File: config.mk
export PLATFORM = sky130hd
export DESIGN_NAME = gyro_spi_reader
export DESIGN_NICKNAME = d
export VERILOG_FILES = /design/src/rtl/gyro_spi_reader.sv
export SDC_FILE = /design/constraint.sdc
export NUM_CORES = 1
export LEC_CHECK = 0
export CORE_UTILIZATION = 25
export CTS_CLUSTER_SIZE = 16
export DETAILED_ROUTE_END_ITERATION = 7
export GPL_TIMING_DRIVEN = 0
export PLACE_DENSITY_LB_ADDON = 0.12
export RECOVER_POWER = 100
export SLEW_MARGIN = 20
export SYNTH_ARGS = -nofsm -noshare
export SYNTH_HDL_FRONTEND = slang
export SYNTH_SLANG_ARGS = --single-unit
File: constraint.sdc
create_clock -name Clock -period 2.3 [get_ports Clock]
set_input_delay 0.46 -clock Clock [delete_from_list [all_inputs] [get_ports Clock]]
set_output_delay 0.46 -clock Clock [all_outputs]
set_load 0.1 [all_outputs]
File: src/rtl/gyro_spi_reader.sv
// SPI mode-3 master: configures a 3-axis gyro, then burst-reads X/Y/Z every sample
// period and presents 10-bit truncated rates with a ReadDone strobe for the FIR stage.
module gyro_spi_reader #(
    parameter int ClkDiv        = 4,
    parameter int SampleDiv     = 5000000,
    parameter int StartupCycles = 500000,
    parameter int StrobeCycles  = 16
) (
    input  logic       Clock,
    input  logic       ResetN,
    input  logic       Enable,
    input  logic       SpiMiso,
    output logic       SpiSclk,
    output logic       SpiMosi,
    output logic       SpiCsN,
    output logic [9:0] GyroX,
    output logic [9:0] GyroY,
    output logic [9:0] GyroZ,
    output logic       ReadDone,
    output logic       Busy
);

    localparam int DivW  = (ClkDiv > 1) ? $clog2(ClkDiv) : 1;
    localparam int SmpW  = (SampleDiv > 1) ? $clog2(SampleDiv) : 1;
    localparam int WaitW = (StartupCycles > 1) ? $clog2(StartupCycles) : 1;
    localparam int StrW  = $clog2(StrobeCycles + 1);

    localparam logic [DivW-1:0]  DivLast  = DivW'(ClkDiv - 1);
    localparam logic [SmpW-1:0]  SmpLast  = SmpW'(SampleDiv - 1);
    localparam logic [WaitW-1:0] WaitLast = WaitW'(StartupCycles - 1);
    localparam logic [StrW-1:0]  StrLast  = StrW'(StrobeCycles);

    localparam logic [5:0]  CfgBits  = 6'd16;
    localparam logic [5:0]  ReadBits = 6'd56;
    localparam logic [55:0] CfgFrame = {8'h20, 8'h0F, 40'h0};
    localparam logic [55:0] RdFrame  = {8'hE8, 48'h0};

    typedef enum logic [2:0] {WAIT, CFG, IDLE, READ, UPDATE, STROBE} stateT;

    stateT             state;
    logic [WaitW-1:0]  waitCnt;
    logic [DivW-1:0]   divCnt;
    logic [5:0]        bitCnt;
    logic [55:0]       txShift;
    logic [47:0]       rxShift;
    logic [SmpW-1:0]   smpCnt;
    logic              timerOn;
    logic              tick;
    logic              pending;
    logic [StrW-1:0]   strCnt;
    logic [5:0]        lastBit;

    assign lastBit = (state == CFG) ? CfgBits : ReadBits;

    always_ff @(posedge Clock or negedge ResetN) begin
        if (!ResetN) begin
            state    <= WAIT;
            Busy     <= 1'b1;
            waitCnt  <= '0;
            divCnt   <= '0;
            bitCnt   <= '0;
            txShift  <= '0;
            rxShift  <= '0;
            smpCnt   <= '0;
            timerOn  <= 1'b0;
            tick     <= 1'b0;
            pending  <= 1'b0;
            strCnt   <= '0;
            SpiCsN   <= 1'b1;
            SpiSclk  <= 1'b1;
            SpiMosi  <= 1'b0;
            GyroX    <= '0;
            GyroY    <= '0;
            GyroZ    <= '0;
            ReadDone <= 1'b0;
        end else begin
            // Free-running sample timer; tick is a one-cycle pulse after each wrap.
            tick <= 1'b0;
            if (timerOn) begin
                if (smpCnt == SmpLast) begin
                    smpCnt <= '0;
                    tick   <= 1'b1;
                end else begin
                    smpCnt <= smpCnt + 1'b1;
                end
            end
            if (tick && state != IDLE) pending <= 1'b1;

            case (state)
                WAIT: begin
                    if (waitCnt == WaitLast) begin
                        state   <= CFG;
                        txShift <= CfgFrame;
                        bitCnt  <= '0;
                    end else begin
                        waitCnt <= waitCnt + 1'b1;
                    end
                end

                CFG, READ: begin
                    // First cycle in the state only drops chip select; every ClkDiv
                    // cycles after that one SCLK edge (fall: shift out, rise: sample).
                    if (SpiCsN) begin
                        SpiCsN <= 1'b0;
                        divCnt <= '0;
                    end else if (divCnt != DivLast) begin
                        divCnt <= divCnt + 1'b1;
                    end else begin
                        divCnt <= '0;
                        if (!SpiSclk) begin
                            SpiSclk <= 1'b1;
                            rxShift <= {rxShift[46:0], SpiMiso};
                            bitCnt  <= bitCnt + 1'b1;
                        end else if (bitCnt == lastBit) begin
                            SpiCsN  <= 1'b1;
                            SpiMosi <= 1'b0;
                            if (state == CFG) begin
                                state   <= IDLE;
                                Busy    <= 1'b0;
                                timerOn <= 1'b1;
                                smpCnt  <= '0;
                            end else begin
                                state <= UPDATE;
                            end
                        end else begin
                            SpiSclk <= 1'b0;
                            SpiMosi <= txShift[55];
                            txShift <= {txShift[54:0], 1'b0};
                        end
                    end
                end

                IDLE: begin
                    if (!Enable) begin
                        pending <= 1'b0;
                    end else if (tick || pending) begin
                        pending <= 1'b0;
                        state   <= READ;
                        Busy    <= 1'b1;
                        txShift <= RdFrame;
                        bitCnt  <= '0;
                    end
                end

                UPDATE: begin
                    // rxShift holds XL XH YL YH ZL ZH; keep bits [15:6] of each {H,L}.
                    GyroX  <= {rxShift[39:32], rxShift[47:46]};
                    GyroY  <= {rxShift[23:16], rxShift[31:30]};
                    GyroZ  <= {rxShift[7:0],   rxShift[15:14]};
                    strCnt <= '0;
                    state  <= STROBE;
                end

                STROBE: begin
                    if (strCnt == StrLast) begin
                        ReadDone <= 1'b0;
                        state    <= IDLE;
                        Busy     <= 1'b0;
                    end else begin
                        if (strCnt == '0) ReadDone <= 1'b1;
                        strCnt <= strCnt + 1'b1;
                    end
                end

                default: state <= WAIT;
            endcase
        end
    end

endmodule
==> metrics.yaml <==
global_routing:
  grt_use_total_pct: 10.9
  grt_remaining_overflow: 0
  grt_pass1_vias: 4745
  grt_max_degree: 62
  antenna_found_initial: 0
  grt_pass1_wl_um: 24500
sta:
  hold_viol_final: 0
  skew_ps: 13.5
  final.min_clock_period_ps: 2200
  final-setup-viol-count: 0
  max_freq_mhz: 454
  slew_violations: 0
  slew_headroom_pct: 18.6
  rsz0062_at_grt: "false"
  worstMarginPinSlew_ps: 1230
  tns_ps: 0
  min_period_over_period_pct: 95.8
routing:
  final_antenna_net_count: 0
  vias: 4459
  detail_route.vias_per_cell: 4.34
  firstDrtPassIters: 4
  wire_per_inst_um: 13.8
  drt_wl_total_um: 14200
  first_iter_violations: 199
  drc: 0
synth:
  synth.largest_area_cell: "dfrtp_1"
  syn_inst: 574
  async_flop_share_pct: 100
  synth.area.top_cells: "dfrtp_1, mux2_2, xnor2_1"
  avgSynthCellArea_um2: 12.1
  synth_nets: 585
  yosysSeqAreaShare_pct: 57.7
  yosys_most_used_dff: "dfrtp_1"
  synth_edf_count: 0
  synth.most_common_cell: "dfrtp_1"
  yosys.cell_types.count: 58
  synth_seq_cells: 160
  synth_common_cells: "dfrtp_1, mux2_2, nand2_1"
  netlist.area_leader.share_pct: 56.6
  syn_area_mm2: 0.00695
  yosysWarnings: 0
critical_path:
  r2r_end: "smpCnt[0]"
  rr_worst_depth: 7
  cp-start-kind: "flip-flop"
  path_max_fanout: 4
  rr_startpoint: "smpCnt[16]"
  rrSetupSlack_ps: 100
  crit_type: "flip-flop to flip-flop"
  worstPathCellList: "or4b_1, or4_4, nor4_4, clkbuf_4, buf_4, or3b_2, a21oi_1"
  worst_path_max_delay_cell: "or4b_1"
  critPathBufInv: 2
  max_stage_delay_ps: 510
  end_kind: "flip-flop"
  crit_arrival_ps: 2500
  cpLargestDelayFamily: "simple AND/OR/NAND/NOR gates"
  critPathRequiredTime_ps: 2600
clock_network:
  cts_root_buf: "clkbuf_16"
  clkLatencyLatePin_ps: 430
  cts_buffers: 17
  htreeDepth: 4
  clkTransAtPathRegs_ps: 70
  cts_tree: "built"
  clock_path_buffers: 2
  cts_num_sinks: 160
placement:
  dpl.hpwl_um: 9380
  dpl_cell_area_mm2: 0.00786
  gp_congestion: 0.750
  port_buffers: 38
final_layout:
  final_area_mm2: 0.00835
  fin_util_pct: 30.8
  fillCellCount: 2797
  area_growth_pct: 20.2
  n_antenna_cell: 0
  layout.nets: 653
  layout-drive-gt1-share_pct: 24.6
floorplan:
  row_count: 60
  die-width_um: 169
  core_region_area_mm2: 0.0271
  die_h_um: 169
  floorplan.initialDensity_pct: 25.6
  io-pin-count: 39
  dieArea_mm2: 0.0285
power:
  p_total_w: 0.00579
  vdd_drop_max_mv: 0.428
  p_leak_nw: 3.84
  powerDensity_mw_per_mm2: 694
worst_hold_path:
  worstHoldStart: "waitCnt[17]"
  hold_end: "waitCnt[17]"
  hold_path_class: "flip-flop to flip-flop"
  hold_path_depth: 1
flow_run:
  maxCapViolCount: 0
outcome:
  status: "complete, no violations"
state kept, by name, indices dropped and copies added, names as in the netlist, 2 cells and up:
signal,flops
bitCnt,6
state,3
smpCnt,23
txShift,16
divCnt,2
GyroZ,10
strCnt,5
waitCnt,19
rxShift,48
GyroX,10
GyroY,10
layout by cell type (no fill, tap or decap), types with 6 or more instances in the layout:
cell,n
clkbuf_16,17
nand2_1,46
inv_6,6
buf_2,6
clkbuf_1,43
inv_1,23
nand4_1,11
a21oi_1,13
mux2_2,82
nor3_1,7
nand3_1,18
nor2_1,39
and3_1,8
mux2i_1,9
xor2_1,7
ha_1,7
a31oi_1,11
dfrtp_1,157
buf_4,10
xnor2_1,35
o21ai_0,12
where the power goes:
group | leakage [nW] | internal (W) | total, W | switching (W)
Combinational | 1.40 | 0.0000120 | 0.0000690 | 0.0000571
Clock | 0.292 | 0.00164 | 0.00290 | 0.00126
Sequential | 2.15 | 0.00282 | 0.00282 | 0.00000389
layout make-up:
class	count	area (um2)	area share, %
multi-input cells	368	2820	33.7
plain buffers	22	105	1.26
well taps	372	465	5.57
clock buffers	18	429	5.14
flip-flops and latches	160	4010	48.0
clock inverters	14	168	2.01
repair buffers	50	273	3.27
inverters	23	86.3	1.03
through the flow:
step | setup slack (ps) | hold WS, ps | instances
5_1_grt | 6.47 | 490 | 1027
3_3_place_gp | -6020 | 456 | 984
3_5_place_dp | -352 | 384 | 987
4_1_cts | 2.53 | 469 | 1019
2_1_floorplan | 152 | 164 | 574
6_report | 95.6 | 472 | 1027
how the worst max path moves through the flow:
| stage | end | slack [ps] | depth (start not counted) | start |
|---|---|---|---|---|
| 3_3_place_gp | smpCnt[9] | -6020 | 1 | ResetN |
| 6_report | smpCnt[0] | 100 | 7 | smpCnt[16] |
| 3_5_place_dp | rxShift[39] | -350 | 6 | divCnt[0] |
| 4_1_cts | txShift[45] | 3 | 6 | waitCnt[10] |
| 2_1_floorplan | txShift[44] | 150 | 7 | SpiCsN |
| 5_1_grt | rxShift[41] | 6 | 6 | state[0] |
per-layer routing:
layer  up-vias  track usage [%]  wire, um
li1       2148                -         -
met1      2240             14.1      6780
met2        55             17.5      6830
met3        16             2.64       365
met4         0             4.27       242
met5         -                0         0
timing repair:
item                       4_1_cts  5_1_grt
cloned                           0        2
hold endpoints to repair        38        0
setup endpoints to repair      132       70
pin swaps                        1        5
buffers inserted                 0        6
hold buffers                     1        0
gates resized for setup         48       10
cells by family after synthesis:
family / synth area share, %
xor+xnor: 5.30
buf+inv: 2.92
flops: 57.7
compound gates: 5.37
mux: 14.7
fa+ha+maj: 1.26
simple gates: 12.7
Note: power is estimated with default switching activity, not from simulation.
